`src/rtl/ddr_maint_pkg.sv`:
```
// Shared types for the DDR maintenance sequencer: channel FSM states and command codes.
package ddr_maint_pkg;
  localparam int MAX_CHAN = 4;

  typedef enum logic [2:0] {
    IDLE,
    REF_REQ,
    ZQ_REQ,
    SR_ENTER,
    SR_ACTIVE,
    SR_EXIT
  } chan_state_t;

  typedef enum logic [1:0] {
    CMD_NONE,
    CMD_REF,
    CMD_ZQ,
    CMD_SR
  } cmd_t;
endpackage

```
`src/rtl/ddr_maint_chan.sv`:
```
// One MIG channel's maintenance handshake: request/ack FSM for refresh, ZQ and self-refresh,
// with a per-state timeout and a calibration-loss abort.
module ddr_maint_chan
  import ddr_maint_pkg::*;
#(
  parameter int CNT_WIDTH   = 16,
  parameter int ACK_TIMEOUT = 1023
) (
  input  logic       clk,
  input  logic       rst_n,
  input  logic       i_calib_done,
  input  logic       i_start,
  input  logic [1:0] i_cmd,
  input  logic       i_sr_req,
  input  logic       i_ref_ack,
  input  logic       i_zq_ack,
  input  logic       i_sr_active,
  output logic       o_ref_req,
  output logic       o_zq_req,
  output logic       o_sr_req,
  output logic       o_idle,
  output logic       o_in_sr,
  output logic       o_sr_held,
  output logic       o_timeout,
  output logic       o_done
);

  chan_state_t          state_q, state_d;
  logic [CNT_WIDTH-1:0] cnt_q, cnt_d;
  logic                 ref_req_q, ref_req_d;
  logic                 zq_req_q, zq_req_d;
  logic                 sr_req_q, sr_req_d;
  logic                 timeout_q, timeout_d;
  logic                 done_q, done_d;
  logic                 tmo_hit;

  assign tmo_hit = (cnt_q == CNT_WIDTH'(ACK_TIMEOUT - 1));

  always_comb begin
    state_d   = state_q;
    cnt_d     = cnt_q + CNT_WIDTH'(1);
    ref_req_d = ref_req_q;
    zq_req_d  = zq_req_q;
    sr_req_d  = sr_req_q;
    timeout_d = 1'b0;
    done_d    = 1'b0;
    unique case (state_q)
      IDLE: begin
        if (i_start) begin
          unique case (cmd_t'(i_cmd))
            CMD_REF: begin state_d = REF_REQ;  ref_req_d = 1'b1; end
            CMD_ZQ:  begin state_d = ZQ_REQ;   zq_req_d  = 1'b1; end
            CMD_SR:  begin state_d = SR_ENTER; sr_req_d  = 1'b1; end
            default: state_d = IDLE;
          endcase
        end
      end
      REF_REQ: begin
        if (i_ref_ack) begin
          state_d = IDLE; ref_req_d = 1'b0; done_d = 1'b1;
        end else if (tmo_hit) begin
          state_d = IDLE; ref_req_d = 1'b0; timeout_d = 1'b1;
        end
      end
      ZQ_REQ: begin
        if (i_zq_ack) begin
          state_d = IDLE; zq_req_d = 1'b0; done_d = 1'b1;
        end else if (tmo_hit) begin
          state_d = IDLE; zq_req_d = 1'b0; timeout_d = 1'b1;
        end
      end
      SR_ENTER: begin
        if (i_sr_active) begin
          state_d = SR_ACTIVE;
        end else if (tmo_hit) begin
          state_d = IDLE; sr_req_d = 1'b0; timeout_d = 1'b1;
        end
      end
      SR_ACTIVE: begin
        if (!i_sr_req) begin
          state_d = SR_EXIT; sr_req_d = 1'b0;
        end
      end
      SR_EXIT: begin
        if (!i_sr_active) begin
          state_d = IDLE; done_d = 1'b1;
        end else if (tmo_hit) begin
          state_d = IDLE; timeout_d = 1'b1;
        end
      end
      default: state_d = IDLE;
    endcase
    if (state_d != state_q) cnt_d = '0;
    // Losing calibration aborts silently: no error and no completion credit.
    if (!i_calib_done && state_q != IDLE) begin
      state_d   = IDLE;
      cnt_d     = '0;
      ref_req_d = 1'b0;
      zq_req_d  = 1'b0;
      sr_req_d  = 1'b0;
      timeout_d = 1'b0;
      done_d    = 1'b0;
    end
  end

  always_ff @(posedge clk or negedge rst_n) begin
    if (!rst_n) begin
      state_q   <= IDLE;
      cnt_q     <= '0;
      ref_req_q <= 1'b0;
      zq_req_q  <= 1'b0;
      sr_req_q  <= 1'b0;
      timeout_q <= 1'b0;
      done_q    <= 1'b0;
    end else begin
      state_q   <= state_d;
      cnt_q     <= cnt_d;
      ref_req_q <= ref_req_d;
      zq_req_q  <= zq_req_d;
      sr_req_q  <= sr_req_d;
      timeout_q <= timeout_d;
      done_q    <= done_d;
    end
  end

  assign o_ref_req = ref_req_q;
  assign o_zq_req  = zq_req_q;
  assign o_sr_req  = sr_req_q;
  assign o_idle    = (state_q == IDLE);
  assign o_in_sr   = (state_q == SR_ENTER) || (state_q == SR_ACTIVE) || (state_q == SR_EXIT);
  assign o_sr_held = (state_q == SR_ACTIVE);
  assign o_timeout = timeout_q;
  assign o_done    = done_q;

endmodule

```
`src/rtl/ddr_maint_seq.sv`:
```
// Lockstep maintenance sequencer for 1..4 MIG controllers: refresh/ZQ timers, pending
// command flags, dispatch to all channels at once, completion counting and error flags.
module ddr_maint_seq
  import ddr_maint_pkg::*;
#(
  parameter int CHAN_TOTAL  = 1,
  parameter int CNT_WIDTH   = 16,
  parameter int REF_PERIOD  = 780,
  parameter int ZQ_PERIOD   = 128,
  parameter int ACK_TIMEOUT = 1023
) (
  input  logic                  i_clk,
  input  logic                  i_nrst,
  input  logic [CHAN_TOTAL-1:0] i_calib_done,
  input  logic                  i_ref_en,
  input  logic                  i_zq_en,
  input  logic                  i_sw_ref_req,
  input  logic                  i_sw_zq_req,
  input  logic                  i_sr_req,
  input  logic                  i_err_clr,
  output logic [CHAN_TOTAL-1:0] o_app_ref_req,
  input  logic [CHAN_TOTAL-1:0] i_app_ref_ack,
  output logic [CHAN_TOTAL-1:0] o_app_zq_req,
  input  logic [CHAN_TOTAL-1:0] i_app_zq_ack,
  output logic [CHAN_TOTAL-1:0] o_app_sr_req,
  input  logic [CHAN_TOTAL-1:0] i_app_sr_active,
  output logic                  o_busy,
  output logic                  o_sr_active,
  output logic                  o_err_timeout,
  output logic [CHAN_TOTAL-1:0] o_err_chan,
  output logic [31:0]           o_ref_cnt
);

  localparam logic [CNT_WIDTH-1:0] REF_LAST = CNT_WIDTH'(REF_PERIOD - 1);
  localparam logic [CNT_WIDTH-1:0] ZQ_LAST  = CNT_WIDTH'(ZQ_PERIOD - 1);

  logic [CHAN_TOTAL-1:0] idle, in_sr, sr_held, tmo, done;
  logic [CHAN_TOTAL-1:0] ok_q, ok_d, err_chan_q, err_chan_d;
  logic [CNT_WIDTH-1:0]  tmr_q, tmr_d, zq_div_q, zq_div_d;
  logic [31:0]           ref_cnt_q, ref_cnt_d;
  logic                  ref_pend_q, ref_pend_d, ref_per_q, ref_per_d, zq_pend_q, zq_pend_d;
  logic                  infl_per_q, infl_per_d;
  cmd_t                  infl_q, infl_d, disp_cmd;
  logic                  disp, ready, all_idle, tmr_run, tmr_wrap;

  assign ready    = &i_calib_done;
  assign all_idle = &idle;
  assign tmr_run  = ready && i_ref_en && !(|in_sr);
  assign tmr_wrap = tmr_run && (tmr_q == REF_LAST);

  always_comb begin
    tmr_d      = tmr_q;
    zq_div_d   = zq_div_q;
    ref_pend_d = ref_pend_q;
    ref_per_d  = ref_per_q;
    zq_pend_d  = zq_pend_q;
    infl_d     = infl_q;
    infl_per_d = infl_per_q;
    ok_d       = ok_q | done;
    ref_cnt_d  = ref_cnt_q;
    err_chan_d = (i_err_clr ? '0 : err_chan_q) | tmo;
    disp_cmd   = CMD_NONE;
    disp       = 1'b0;
    if (tmr_run) tmr_d = tmr_wrap ? '0 : tmr_q + CNT_WIDTH'(1);
    if (tmr_wrap) begin
      ref_pend_d = 1'b1;
      ref_per_d  = 1'b1;
    end
    if (i_sw_ref_req) ref_pend_d = 1'b1;
    if (i_sw_zq_req)  zq_pend_d  = 1'b1;
    // A command only counts once every channel is back in IDLE having completed it normally.
    if (all_idle && infl_q != CMD_NONE) begin
      infl_d = CMD_NONE;
      if (&ok_d) begin
        if (infl_q == CMD_REF) begin
          ref_cnt_d = ref_cnt_q + 32'd1;
          if (infl_per_q) begin
            if (zq_div_q == ZQ_LAST) begin
              zq_div_d = '0;
              if (i_zq_en) zq_pend_d = 1'b1;
            end else begin
              zq_div_d = zq_div_q + CNT_WIDTH'(1);
            end
          end
        end else if (infl_q == CMD_SR) begin
          zq_pend_d = 1'b1;
        end
      end
    end
    if (ready && all_idle) begin
      if (ref_pend_q) begin
        disp_cmd   = CMD_REF;
        ref_pend_d = 1'b0;
        ref_per_d  = 1'b0;
        infl_per_d = ref_per_q;
      end else if (zq_pend_q) begin
        disp_cmd  = CMD_ZQ;
        zq_pend_d = 1'b0;
      end else if (i_sr_req) begin
        disp_cmd = CMD_SR;
      end
      if (disp_cmd != CMD_NONE) begin
        disp   = 1'b1;
        infl_d = disp_cmd;
        ok_d   = '0;
      end
    end
    if (|in_sr) begin
      ref_pend_d = 1'b0;
      ref_per_d  = 1'b0;
    end
  end

  always_ff @(posedge i_clk or negedge i_nrst) begin
    if (!i_nrst) begin
      tmr_q      <= '0;
      zq_div_q   <= '0;
      ref_pend_q <= 1'b0;
      ref_per_q  <= 1'b0;
      zq_pend_q  <= 1'b0;
      infl_q     <= CMD_NONE;
      infl_per_q <= 1'b0;
      ok_q       <= '0;
      ref_cnt_q  <= '0;
      err_chan_q <= '0;
    end else begin
      tmr_q      <= tmr_d;
      zq_div_q   <= zq_div_d;
      ref_pend_q <= ref_pend_d;
      ref_per_q  <= ref_per_d;
      zq_pend_q  <= zq_pend_d;
      infl_q     <= infl_d;
      infl_per_q <= infl_per_d;
      ok_q       <= ok_d;
      ref_cnt_q  <= ref_cnt_d;
      err_chan_q <= err_chan_d;
    end
  end

  for (genvar g = 0; g < CHAN_TOTAL; g++) begin : g_chan
    ddr_maint_chan #(
      .CNT_WIDTH  (CNT_WIDTH),
      .ACK_TIMEOUT(ACK_TIMEOUT)
    ) u_chan (
      .clk         (i_clk),
      .rst_n       (i_nrst),
      .i_calib_done(i_calib_done[g]),
      .i_start     (disp),
      .i_cmd       (disp_cmd),
      .i_sr_req    (i_sr_req),
      .i_ref_ack   (i_app_ref_ack[g]),
      .i_zq_ack    (i_app_zq_ack[g]),
      .i_sr_active (i_app_sr_active[g]),
      .o_ref_req   (o_app_ref_req[g]),
      .o_zq_req    (o_app_zq_req[g]),
      .o_sr_req    (o_app_sr_req[g]),
      .o_idle      (idle[g]),
      .o_in_sr     (in_sr[g]),
      .o_sr_held   (sr_held[g]),
      .o_timeout   (tmo[g]),
      .o_done      (done[g])
    );
  end

  assign o_busy        = !all_idle || ref_pend_q || zq_pend_q;
  assign o_sr_active   = &sr_held;
  assign o_err_timeout = |tmo;
  assign o_err_chan    = err_chan_q;
  assign o_ref_cnt     = ref_cnt_q;

endmodule

```
`config.mk`:
```
export PLATFORM = sky130hd
export DESIGN_NAME = ddr_maint_seq
export DESIGN_NICKNAME = d
export VERILOG_FILES = /design/src/rtl/ddr_maint_pkg.sv /design/src/rtl/ddr_maint_chan.sv /design/src/rtl/ddr_maint_seq.sv
export SDC_FILE = /design/constraint.sdc
export NUM_CORES = 1
export LEC_CHECK = 0
export ABC_AREA = 1
export BUFFER_PORTS_ARGS = -buffer_cell sky130_fd_sc_hd__buf_4
export CAP_MARGIN = 10
export CELL_PAD_IN_SITES_DETAIL_PLACEMENT = 1
export CELL_PAD_IN_SITES_GLOBAL_PLACEMENT = 1
export CORE_MARGIN = 8
export CORE_UTILIZATION = 44
export DETAILED_ROUTE_END_ITERATION = 12
export PLACE_DENSITY_LB_ADDON = 0.1
export SKIP_CTS_REPAIR_TIMING = 1
export SLEW_MARGIN = 30
export SYNTH_ARGS = -nofsm -noshare
export SYNTH_HDL_FRONTEND = slang
export SYNTH_HIERARCHICAL = 1
export SYNTH_SLANG_ARGS = --single-unit
export TNS_END_PERCENT = 20
```
`constraint.sdc`:
```
create_clock -name i_clk -period 2.9 [get_ports i_clk]
set_input_delay 0 -clock i_clk [delete_from_list [all_inputs] [get_ports i_clk]]
set_output_delay 0 -clock i_clk [all_outputs]
set_load 0.05 [all_outputs]
```
==> run summary, run 1 <==
===============================================================================================
PwrDens                                                                             630 mW/mm^2
Yosys warning count                                                                           6
CTS root buf                                                                       sky130_fd_sc_hd__clkbuf_16
Layout cell share with drive strength beyond 1                                            0.115
Worst-margin pin slew                                                                  0.729 ns
Estimated wirelength of the detail-placed design                                        11.9 mm
Hold worst-path end                                                                    tmr_q[1]
Capture point of the worst reg-to-reg path                                         g_chan[0].u_chan/cnt_q[4]
Highest clock rate                                                                      397 MHz
Slowest Stage Delay on Critical Path                                                    0.45 ns
Setup slack, reg-to-reg                                                                 0.38 ns
Antenna violation net count after detailed routing                                            0
CTS sink count                                                                               96
Vias                                                                                       5152
TritonCTS clock tree                                                                      built
DR DRC count                                                                                  0
Final-report setup violation count                                                            0
Global routing usage summed across all routing layers                                     0.198
Inserted Clock Buffers                                                                        9
Final worst path period share                                                             0.868
Cell-internal power                                                                     2660 uW
Count of TritonRoute iterations in the first routing pass                                     4
Most area-consuming cells after synthesis                                          sky130_fd_sc_hd__dfrtp_1, sky130_fd_sc_hd__nand2_1, sky130_fd_sc_hd__inv_1, sky130_fd_sc_hd__nor2_1, sky130_fd_sc_hd__nand3_1
Rel. slew slack                                                                           0.513
Layout-stage area growth over the synthesis result                                        17.5%
Final count of pins violating max slew                                                        0
Clock latency at the later pin of the worst-skew pair                                   0.35 ns
Post-Synthesis Cells                                                                        763
Critical-path top delay cell                                                       sky130_fd_sc_hd__dfrtp_1
Required time at the worst-slack endpoint                                               3.17 ns
Cell occurring most often along the worst timing path                              sky130_fd_sc_hd__nand2_1
Placed Area                                                                        0.00614 sq mm
Cell area after technology mapping                                                 0.00556 sq mm
Post-route core utilization                                                               0.524
Cell accounting for the most synthesized area                                      sky130_fd_sc_hd__dfrtp_1
Number of flip-flops and latches in the synthesized netlist                                  96
Row Count                                                                                    41
Vert. Die Dim                                                                            128 um
Run status                                                                         complete, but fails checks
Hold wc startpoint                                                                     i_ref_en
Gpl congestion                                                                            0.861
Starting density of the core                                                              0.446
Biggest fanout along the worst timing path                                                   16
Sequential share of the synthesized area                                                  0.432
Critical path launch point type                                                       flip-flop
Failing checks                                                                     negative hold slack
Net count reported at finish                                                                844
Maximum number of pins on one net before global-route repair                                 46
Worst r2r src                                                                      g_chan[0].u_chan/state_q[1]
Average via count per standard cell                                                        5.13
Chain of cells forming the critical path                                           nor2_1 -> nand2_1 -> inv_1 -> nand2_1 -> a21oi_1 -> inv_1 -> nand2_1 -> nand2_1 -> nand2_1 -> o21ai_0 -> a21oi_1 -> nand2_2 -> nor2_1
Endpoint class of the critical path                                                   flip-flop
Cell area after layout                                                             0.00653 sq mm
Count of fill cells added during filler insertion                                          1601
Total detailed-routing wirelength                                                       15.6 mm
Fraction of power spent switching nets                                                    0.353
Number of nets produced by synthesis                                                        780
Combinational share of power                                                              0.265
Top library cells by usage in the layout, fill and taps aside                      sky130_fd_sc_hd__nand2_1, sky130_fd_sc_hd__inv_1, sky130_fd_sc_hd__nor2_1
Number of instances on the worst hold path                                                    4
Via count of the first global-routing pass                                                 5584
Number of distinct standard cells referenced by the synthesized netlist                      33
Number of levels the H-tree was split into                                                    3
Remaining global-route overflow                                                               0
Worst min-delay path category                                                      input pin to flip-flop
Worst setup slack after placement                                                      0.360 ns
Most common cell after layout, fill and taps aside                                 sky130_fd_sc_hd__nand2_1
Worst hold slack                                                                     -0.0164 ns
Leakage Power                                                                        0.00322 uW
Hold Violations, Final                                                                        1
Worst-case clock skew                                                                0.00922 ns
Setup ws final                                                                         0.384 ns
Die area                                                                           0.0165 sq mm
Signal arrival time at the worst endpoint                                               2.79 ns
Final-layout setup total negative slack                                                    0 ns
Final routed wire length divided by cell count                                          15.5 um
Critical path class                                                                flip-flop to flip-flop
Clock input transition at the sequential cells of the worst setup and hold paths        0.07 ns
Fraction of post-synthesis cell area in the top cell type by area                         0.432
Sequential share of power                                                                 0.394
Chip Width                                                                               128 um
Cells on worst reg2reg path                                                                  13
Shortest clock period the worst path allows after layout                                2.52 ns
Post-Syn Area per Cell                                                               7.28 sq um
Maximum capacitance violations                                                                0
Antenna violations before repair                                                              0
Unrepaired setup endpoints after global routing                                           false
Antenna diode count                                                                           0
First-pass GRT wire length                                                              26.6 mm
Initial DRC count                                                                           270
I/O pin count                                                                                51
Maximum ir drop on the vdd rail                                                          457 uV
Total net switching power                                                               1450 uW
Number of buffer cells added on primary ports                                                50
Core region area                                                                   0.0125 sq mm
Max Root-Sink Buffers                                                                         2
Relative contribution of the clock network to total power                                 0.340
===============================================================================================
## layout make-up
class / instances / area [sq um] / share of cell area
multi-input cells: 551 / 2700 / 0.414
flip-flops and latches: 96 / 2400 / 0.368
clock inverters: 6 / 115 / 0.0176
well taps: 172 / 215 / 0.0330
repair buffers: 58 / 445 / 0.0683
inverters: 111 / 417 / 0.0638
clock buffers: 10 / 229 / 0.0351
## cell usage after synthesis (all sizes together)
cell / number
nand3: 59
xnor2: 9
nand3b: 12
o22ai: 2
nand2: 216
o21bai: 3
xor2: 25
o21ai: 24
nor3: 19
o221ai: 1
or2: 3
inv: 111
nand4: 23
ha: 5
buf: 5
a22oi: 1
a21oi: 14
a21boi: 1
o21a: 5
dfrtp: 96
nor2: 122
a31o: 1
nor3b: 2
nor4: 1
o211ai: 3
## routing by layer
metal	part of all wire	vias to the layer above	global-route usage	wire [um]
met5	0	-	0	0
met4	0.013	0	0.0594	210
met3	0.026	15	0.0285	401
met2	0.50	72	0.352	7780
met1	0.46	2522	0.244	7170
li1	-	2543	-	-
## through the flow
stage | total power [uW] | instances | hold slack, ns
after floorplan | 2420 | 763 | -0.296
after global placement | 2690 | 984 | 0.0535
after detailed placement | 2750 | 984 | 0.0566
after CTS | 4160 | 1000 | -0.320
after global routing | 4340 | 1004 | 0.00806
final | 4110 | 1004 | -0.0164
## logic make-up after synthesis
family	count (synthesis)	synth area share
adders and majority gates	5	0.0113
DFF	96	0.432
xor gates and xnor gates	34	0.0536
and+or+nand+nor	457	0.364
buffers and inverters	116	0.0811
AOI/OAI and AO/OA	55	0.0579
## worst max-delay path, delay by kind of cell, from the launching register on
family	cells	cell delay [ns]
and+or+nand+nor	8	1.19
AOI/OAI and AO/OA	3	0.61
DFF	1	0.45
buffers and inverters	2	0.19
## power by group through the flow
stage	sequential (uW)	clock [uW]	combinational, uW
final	1620	1400	1090
after floorplan	1750	0	676
after global placement	1640	0	1060
after detailed placement	1650	0	1100
after global routing	1640	1480	1220
after CTS	1620	1430	1110
## worst max path at each step
| stage | from | depth (start not counted) | slack [ns] | to |
|---|---|---|---|---|
| final | g_chan[0].u_chan/state_q[1] | 13 | 0.38 | g_chan[0].u_chan/cnt_q[4] |
| after global routing | g_chan[0].u_chan/state_q[0] | 13 | 0.13 | g_chan[0].u_chan/cnt_q[4] |
| after CTS | g_chan[0].u_chan/state_q[1] | 13 | 0.34 | g_chan[0].u_chan/cnt_q[4] |
| after detailed placement | g_chan[0].u_chan/state_q[1] | 13 | 0.36 | g_chan[0].u_chan/cnt_q[2] |
| after global placement | g_chan[0].u_chan/state_q[1] | 13 | 0.60 | g_chan[0].u_chan/cnt_q[15] |
| after floorplan | g_chan[0].u_chan/state_q[1] | 14 | 0.78 | g_chan[0].u_chan/cnt_q[10] |
## flip-flops by register name, indices dropped and copies added, names as in the netlist, 2 cells and up
name	cells
zq_div_q	16
infl_q	2
g_chan.u_chan/cnt_q	16
g_chan.u_chan/state_q	3
tmr_q	16
o_ref_cnt	32
(Power assumes the default switching activity.)
==> inputs of run 2 (changes only) <==
--- a/config.mk
+++ b/config.mk
@@ -5,14 +5,14 @@
 export SDC_FILE = /design/constraint.sdc
 export NUM_CORES = 1
 export LEC_CHECK = 0
-export ABC_AREA = 1
 export BUFFER_PORTS_ARGS = -buffer_cell sky130_fd_sc_hd__buf_4
 export CAP_MARGIN = 10
 export CELL_PAD_IN_SITES_DETAIL_PLACEMENT = 1
 export CELL_PAD_IN_SITES_GLOBAL_PLACEMENT = 1
 export CORE_MARGIN = 8
-export CORE_UTILIZATION = 44
+export CORE_UTILIZATION = 47
 export DETAILED_ROUTE_END_ITERATION = 12
+export HOLD_SLACK_MARGIN = 0.15
 export PLACE_DENSITY_LB_ADDON = 0.1
 export SKIP_CTS_REPAIR_TIMING = 1
 export SLEW_MARGIN = 30
==> constraint.sdc (replaced) <==
create_clock -name i_clk -period 2.9 [get_ports i_clk]
set_input_delay 0 -clock i_clk [delete_from_list [all_inputs] [get_ports i_clk]]
set_output_delay 0 -clock i_clk [all_outputs]
set_load 0.005 [all_outputs]
==> run summary, run 2 <==
===============================================================================================
Core region area                                                                   0.0102 sq mm   -18%
Global routing usage summed across all routing layers                                     0.167   -0.0311
Setup ws final                                                                         0.315 ns   -0.0690 ns
Net count reported at finish                                                                554   -34%
Placed Area                                                                        0.00544 sq mm   -11%
Cell area after technology mapping                                                 0.00491 sq mm   -12%
Final-layout setup total negative slack                                                    0 ns   unchanged
CTS root buf                                                                       sky130_fd_sc_hd__clkbuf_8
PwrDens                                                                             621 mW/mm^2   -1.6%
Leakage Power                                                                        0.00266 uW   -17%
Async S/R FF share, synth                                                                  1.00   unchanged
Worst setup slack after placement                                                      0.541 ns   +0.181 ns
I/O pin count                                                                                51   unchanged
Gpl congestion                                                                            0.815   -5.3%
Fraction of met1 tracks used by global routing                                            0.222   -0.0215
Initial DRC count                                                                           133   -51%
Highest clock rate                                                                      387 MHz   -2.7%
Number of distinct standard cells referenced by the synthesized netlist                      66   +100%
Met2 Track Usage GR                                                                       0.267   -0.0848
Maximum number of pins on one net before global-route repair                                 58   +26%
Critical path class                                                                flip-flop to flip-flop
Final Total Pwr                                                                         3570 uW   -13%
Vias                                                                                       3752   -27%
First-pass GRT wire length                                                              19.6 mm   -26%
Antenna violations before repair                                                              0   unchanged
Layer with the highest usage                                                               met2
Endpoint class of the critical path                                                   flip-flop
DR DRC count                                                                                  0   unchanged
Critical path launch point type                                                       flip-flop
Die area                                                                           0.0140 sq mm   -15%
Top library cells by usage in the layout, fill and taps aside                      sky130_fd_sc_hd__dfrtp_1, sky130_fd_sc_hd__buf_4, sky130_fd_sc_hd__nand2_1, sky130_fd_sc_hd__xnor2_1, sky130_fd_sc_hd__nor2_1
Fraction of post-synthesis cell area in the top cell type by area                         0.490   +0.0572
Average via count per standard cell                                                        5.54   +8.0%
Number of buffer cells added on primary ports                                                50   unchanged
Final-report setup violation count                                                            0   unchanged
Worst min-delay path category                                                      input pin to asynchronous set/reset pin
Chip Width                                                                               118 um   -7.9%
Inserted Clock Buffers                                                                        9   unchanged
Layout-stage area growth over the synthesis result                                        17.2%
CTS sink count                                                                               96   unchanged
Worst-margin pin slew                                                                  0.854 ns   +0.125 ns
Total detailed-routing wirelength                                                       11.5 mm   -26%
Maximum capacitance violations                                                                0   unchanged
Final count of pins violating max slew                                                        0   unchanged
Signal arrival time at the worst endpoint                                               2.89 ns   +0.10 ns
Most area-consuming cells after synthesis                                          sky130_fd_sc_hd__dfrtp_1, sky130_fd_sc_hd__xnor2_1, sky130_fd_sc_hd__xor2_1, sky130_fd_sc_hd__nand2_1, sky130_fd_sc_hd__nand3_1
Number of enable-type register cells in the synthesized netlist                               0   unchanged
Antenna diode count                                                                           0   unchanged
Final routed wire length divided by cell count                                          16.9 um   +9.2%
Unrepaired setup endpoints after global routing                                           false
Clock input transition at the sequential cells of the worst setup and hold paths        0.09 ns   +0.02 ns
Remaining global-route overflow                                                               0   unchanged
Vert. Die Dim                                                                            118 um   -7.9%
Yosys warning count                                                                           6   unchanged
Worst-case clock skew                                                                0.00701 ns   -0.00221 ns
Post-Synthesis Cells                                                                        467   -39%
Biggest fanout along the worst timing path                                                   13   -3
Hold Violations, Final                                                                        0   -1
Total net switching power                                                               1290 uW   -11%
TritonCTS clock tree                                                                      built
Cell accounting for the most synthesized area                                      sky130_fd_sc_hd__dfrtp_1
Estimated wirelength of the detail-placed design                                        8.27 mm   -30%
Layout cell share with drive strength beyond 1                                            0.190   +0.0750
Cell-internal power                                                                     2280 uW   -14%
Rel. slew slack                                                                           0.428   -0.0849
Dominant register cell in the synthesized netlist                                  sky130_fd_sc_hd__dfrtp_1
Worst hold slack                                                                       0.239 ns   +0.255 ns
Sequential share of power                                                                 0.473   +0.079
Number of flip-flops and latches in the synthesized netlist                                  96   unchanged
Count of TritonRoute iterations in the first routing pass                                     4   unchanged
Most common cell after layout, fill and taps aside                                 sky130_fd_sc_hd__dfrtp_1
Max Root-Sink Buffers                                                                         2   unchanged
Post-Syn Area per Cell                                                               10.5 sq um   +44%
Number of levels the H-tree was split into                                                    3   unchanged
Maximum ir drop on the vdd rail                                                          472 uV   +3.2%
Run status                                                                         complete, no violations
Starting density of the core                                                              0.480   +0.0339
Antenna violation net count after detailed routing                                            0   unchanged
Row Count                                                                                    37   -9.8%
Final worst path period share                                                             0.891   +0.0238
Flip-flop count of the largest register, all copies and words added                          32   unchanged
Cell area after layout                                                             0.00575 sq mm   -12%
Shortest clock period the worst path allows after layout                                2.59 ns   +0.0690 ns
Combinational share of power                                                              0.299   +0.034
Sequential share of the synthesized area                                                  0.490   +0.0572
Fraction of power spent switching nets                                                    0.362   +0.00921
Leading cell type by number of instances after synthesis                           sky130_fd_sc_hd__dfrtp_1
Most frequent cells after synthesis                                                sky130_fd_sc_hd__dfrtp_1, sky130_fd_sc_hd__nand2_1, sky130_fd_sc_hd__xnor2_1
Via count of the first global-routing pass                                                 3880   -31%
Relative contribution of the clock network to total power                                 0.228   -0.112
Required time at the worst-slack endpoint                                               3.20 ns   +0.03 ns
GR met3 Demand/Resource                                                                  0.0324   +0.00382
Number of nets produced by synthesis                                                        484   -38%
Clock latency at the later pin of the worst-skew pair                                   0.36 ns   about the same
===============================================================================================
==> run 2: changes by cell type in the layout (fill, tap and decap cells not counted), sizes merged, moves of 8 or more <==
cell,change
and4,+8
and3,+17
nor2,-78
nand3b,-8
inv,-103
nand3,-26
nand2,-169
nor4,+8
dlygate4sd3,+10
xnor2,+38
o21ai,-13
==> run 2: cell families (layout without fill, tap and decap cells) <==
kind of cell,count (synthesis),after routing,share of synthesized area
flip-flops,96,96,0.490
adder cells (fa/ha/maj),5,5,0.0128
AO/OA/AOI/OAI,44,44,0.0655
buffers and inverters,22,96,0.0245
multiplexers,3,3,0.00663
XOR/XNOR,70,70,0.125
AND/OR/NAND/NOR,227,227,0.276
==> run 2: final cells by class <==
| cell class | count | area [sq um] |
|---|---|---|
| inverter | 9 | 33.8 |
| sequential | 96 | 2400 |
| timing repair buffer | 72 | 588 |
| tap | 136 | 170 |
| fill | 1145 | 4480 |
| clock buffer | 13 | 159 |
| clock inverter | 2 | 15.0 |
| multi-input combinational | 349 | 2380 |
==> run 2: critical path: stages, from the launching register on <==
cell and delay, ns:
sky130_fd_sc_hd__dfrtp_1 0.57, sky130_fd_sc_hd__nand2b_1 0.25, sky130_fd_sc_hd__nand2_1 0.13, sky130_fd_sc_hd__and3b_1 0.30, sky130_fd_sc_hd__nand2_1 0.11, sky130_fd_sc_hd__nor3_1 0.31, sky130_fd_sc_hd__buf_4 0.22, sky130_fd_sc_hd__o31a_1 0.11
sky130_fd_sc_hd__dlygate4sd3_1 0.54
==> run 2: path summary, 6_finish.rpt <==
check | start | end | slack [ns] | cells past startpoint
setup / recovery | g_chan[0].u_chan/state_q[1] | ref_pend_q | 0.31 | 8
hold / removal | i_nrst | zq_div_q[12] | 0.24 | 2
setup reg to reg | g_chan[0].u_chan/state_q[1] | ref_pend_q | 0.31 | 8
hold reg to reg | g_chan[0].u_chan/o_timeout | o_err_chan | 0.48 | 1
max in group asynchronous | i_nrst | g_chan[0].u_chan/cnt_q[10] | 2.00 | 3
min in group i_clk | g_chan[0].u_chan/o_timeout | o_err_chan | 0.48 | 1
==> run 2: metal layers <==
metal  wire (um)  vias up  part of all wire
met3         419        7             0.037
met1        5360     1916              0.47
met5           0        -                 0
met4          95        0            0.0083
met2        5590       51              0.49
li1            -     1778                 -
==> run 2: power by group through the flow <==
| stage | clock, uW | sequential [uW] | combinational (uW) |
|---|---|---|---|
| 2_1_floorplan | 0 | 1630 | 873 |
| 4_1_cts | 840 | 1690 | 1030 |
| 5_1_grt | 887 | 1730 | 1180 |
| 3_3_place_gp | 0 | 1710 | 1000 |
| 6_report | 812 | 1690 | 1070 |
| 3_5_place_dp | 0 | 1720 | 1020 |
==> run 2: stage by stage <==
step / instances / util
floorplan: 467 / -
global placement: 648 / 0.531
detailed placement: 648 / 0.531
CTS: 663 / 0.548
global route: 677 / 0.562
finish: 677 / 0.562
==> inputs of run 3 (changes only) <==
--- a/config.mk
+++ b/config.mk
@@ -5,13 +5,13 @@
 export SDC_FILE = /design/constraint.sdc
 export NUM_CORES = 1
 export LEC_CHECK = 0
-export BUFFER_PORTS_ARGS = -buffer_cell sky130_fd_sc_hd__buf_4
 export CAP_MARGIN = 10
 export CELL_PAD_IN_SITES_DETAIL_PLACEMENT = 1
 export CELL_PAD_IN_SITES_GLOBAL_PLACEMENT = 1
 export CORE_MARGIN = 8
-export CORE_UTILIZATION = 47
+export CORE_UTILIZATION = 50
 export DETAILED_ROUTE_END_ITERATION = 12
+export DONT_BUFFER_PORTS = 1
 export HOLD_SLACK_MARGIN = 0.15
 export PLACE_DENSITY_LB_ADDON = 0.1
 export SKIP_CTS_REPAIR_TIMING = 1
==> run summary, run 3 (synthesized netlist as in run 2, its figures left out) <==
===============================================================================================
Capture point of the worst reg-to-reg path                                         g_chan[0].u_chan/state_q[2]
Run status                                                                         complete, no violations
Shortest clock period the worst path allows after layout                                2.55 ns   -0.0362 ns
Maximum capacitance violations                                                                0   unchanged
Total detailed-routing wirelength                                                       11.2 mm   -2.5%
Final-report setup violation count                                                            0   unchanged
Gpl congestion                                                                            0.817   +0.23%
Most common cell after layout, fill and taps aside                                 sky130_fd_sc_hd__dfrtp_1
Unrepaired setup endpoints after global routing                                           false
Number of buffer cells added on primary ports                                                 0   -100%
Critical-path top delay cell                                                       sky130_fd_sc_hd__dlygate4sd3_1
Initial DRC count                                                                           187   +41%
Slowest Stage Delay on Critical Path                                                    0.58 ns   about the same
Number of instances on the worst hold path                                                    3
Setup slack, reg-to-reg                                                                 0.35 ns   +0.04 ns
Leakage Power                                                                        0.00240 uW   -9.7%
PwrDens                                                                             647 mW/mm^2   +4.3%
Worst min-delay path category                                                      input pin to flip-flop
Hold Violations, Final                                                                        0   unchanged
Final routed wire length divided by cell count                                          17.9 um   +5.6%
Worst r2r src                                                                      g_chan[0].u_chan/state_q[1]
Final standard cell count with taps included and fillers excluded                           625   -7.7%
Vert. Die Dim                                                                            115 um   -2.6%
Clock latency at the later pin of the worst-skew pair                                   0.36 ns   about the same
Net count reported at finish                                                                504   -9.0%
Biggest fanout along the worst timing path                                                   13   unchanged
Setup crit start                                                                   g_chan[0].u_chan/state_q[1]
Row Count                                                                                    36   -2.7%
Inserted Clock Buffers                                                                        9   unchanged
Average via count per standard cell                                                        5.65   +1.9%
CTS root buf                                                                       sky130_fd_sc_hd__clkbuf_8
Remaining global-route overflow                                                               0   unchanged
Maximum number of pins on one net before global-route repair                                 97   +67%
Estimated wirelength of the detail-placed design                                        7.81 mm   -5.6%
Die area                                                                           0.0132 sq mm   -5.2%
Worst-case clock skew                                                                 0.0122 ns   +0.00520 ns
Worst-margin pin slew                                                                  0.826 ns   -0.0285 ns
Final count of pins violating max slew                                                        0   unchanged
TritonCTS clock tree                                                                      built
Critical path class                                                                flip-flop to flip-flop
Max Root-Sink Buffers                                                                         2   unchanged
Chip Width                                                                               115 um   -2.6%
Hold wc startpoint                                                                     i_ref_en
Antenna violation net count after detailed routing                                            0   unchanged
Count of TritonRoute iterations in the first routing pass                                     4   unchanged
First-pass GRT wire length                                                              18.6 mm   -5.1%
Layout cell share with drive strength beyond 1                                            0.108   -0.0827
Hold worst-path end                                                                    tmr_q[6]
Vias                                                                                       3530   -5.9%
Final-layout setup total negative slack                                                    0 ns   unchanged
Endpoint class of the critical path                                                   flip-flop
Cells on worst reg2reg path                                                                   7   -1
Rel. slew slack                                                                           0.447   +0.0191
Number of cells after detailed placement                                                    594   -8.3%
Required time at the worst-slack endpoint                                               3.21 ns   about the same
CTS sink count                                                                               96   unchanged
Count of fill cells added during filler insertion                                          1085   -5.2%
Clock input transition at the sequential cells of the worst setup and hold paths        0.09 ns   about the same
Via count of the first global-routing pass                                                 3561   -8.2%
DR DRC count                                                                                  0   unchanged
Critical path launch point type                                                       flip-flop
Worst hold slack                                                                       0.137 ns   -0.102 ns
Highest clock rate                                                                      392 MHz   +1.4%
Flip-flop count of the largest register, all copies and words added                          32   unchanged
Antenna violations before repair                                                              0   unchanged
Layout-stage area growth over the synthesis result                                        9.51%
Signal arrival time at the worst endpoint                                               2.86 ns   -0.03 ns
Global routing usage summed across all routing layers                                     0.176   +0.00852
Antenna diode count                                                                           0   unchanged
Number of levels the H-tree was split into                                                    3   unchanged
Top library cells by usage in the layout, fill and taps aside                      sky130_fd_sc_hd__dfrtp_1, sky130_fd_sc_hd__nand2_1, sky130_fd_sc_hd__xnor2_1
I/O pin count                                                                                51   unchanged
Starting density of the core                                                              0.509   +0.0294
Final worst path period share                                                             0.879   -0.0125
Core region area                                                                   0.00964 sq mm   -5.8%
Chain of cells forming the critical path                                           nor2b_2 -> nand3_1 -> nand2_1 -> nand2_1 -> dlygate4sd3_1 -> a31oi_1 -> dlygate4sd3_1
Maximum ir drop on the vdd rail                                                          603 uV   +28%
===============================================================================================
[run 3: cell types whose count changed in the layout (fill, tap and decap cells not counted), sizes merged]
cell and change:
buf -50, clkinv +2, clkinvlp -1
[run 3: worst max-delay path: cells and delay by family (launching register included)]
kind                   cells  cell delay (ns)
buffers and inverters      2             1.14
and+or+nand+nor            4             0.65
AOI/OAI and AO/OA          1             0.15
DFF                        1             0.56
[run 3: where the power goes]
part           internal (uW)  switching, uW
registers               1480            228
clock network            334            457
logic                    389            591
[run 3: through the flow]
stage / total power [uW] / cell area [sq um] / utilization / setup slack (ns)
6_report: 3480 / 5370 / 0.557 / 0.351
4_1_cts: 3450 / 5200 / 0.540 / 0.430
2_1_floorplan: 2500 / 4910 / - / 0.675
5_1_grt: 3710 / 5370 / 0.557 / 0.188
3_3_place_gp: 2620 / 5040 / 0.523 / 0.545
3_5_place_dp: 2650 / 5040 / 0.523 / 0.440
[run 3: worst max-delay path by stage]
stage,slack [ns],endpoint,depth (start not counted)
after global routing,0.19,g_chan[0].u_chan/state_q[2],7
after detailed placement,0.44,tmr_q[15],6
after global placement,0.54,tmr_q[15],6
final,0.35,g_chan[0].u_chan/state_q[2],7
after CTS,0.43,tmr_q[15],6
after floorplan,0.68,g_chan[0].u_chan/cnt_q[11],10
[run 3: layout make-up]
| class | count | area [sq um] | area share |
|---|---|---|---|
| flip-flops and latches | 96 | 2400 | 0.447 |
| multi-input cells | 349 | 2380 | 0.444 |
| repair buffers | 22 | 220 | 0.0410 |
| well taps | 133 | 166 | 0.0310 |
| clock buffers | 13 | 149 | 0.0277 |
| inverters | 9 | 33.8 | 0.00629 |
| clock inverters | 3 | 17.5 | 0.00326 |
[run 3: routing by layer]
metal / wire (um) / global-route usage
met5: 0 / 0
met4: 102 / 0.0552
met3: 608 / 0.0488
met2: 5260 / 0.275
met1: 5210 / 0.231
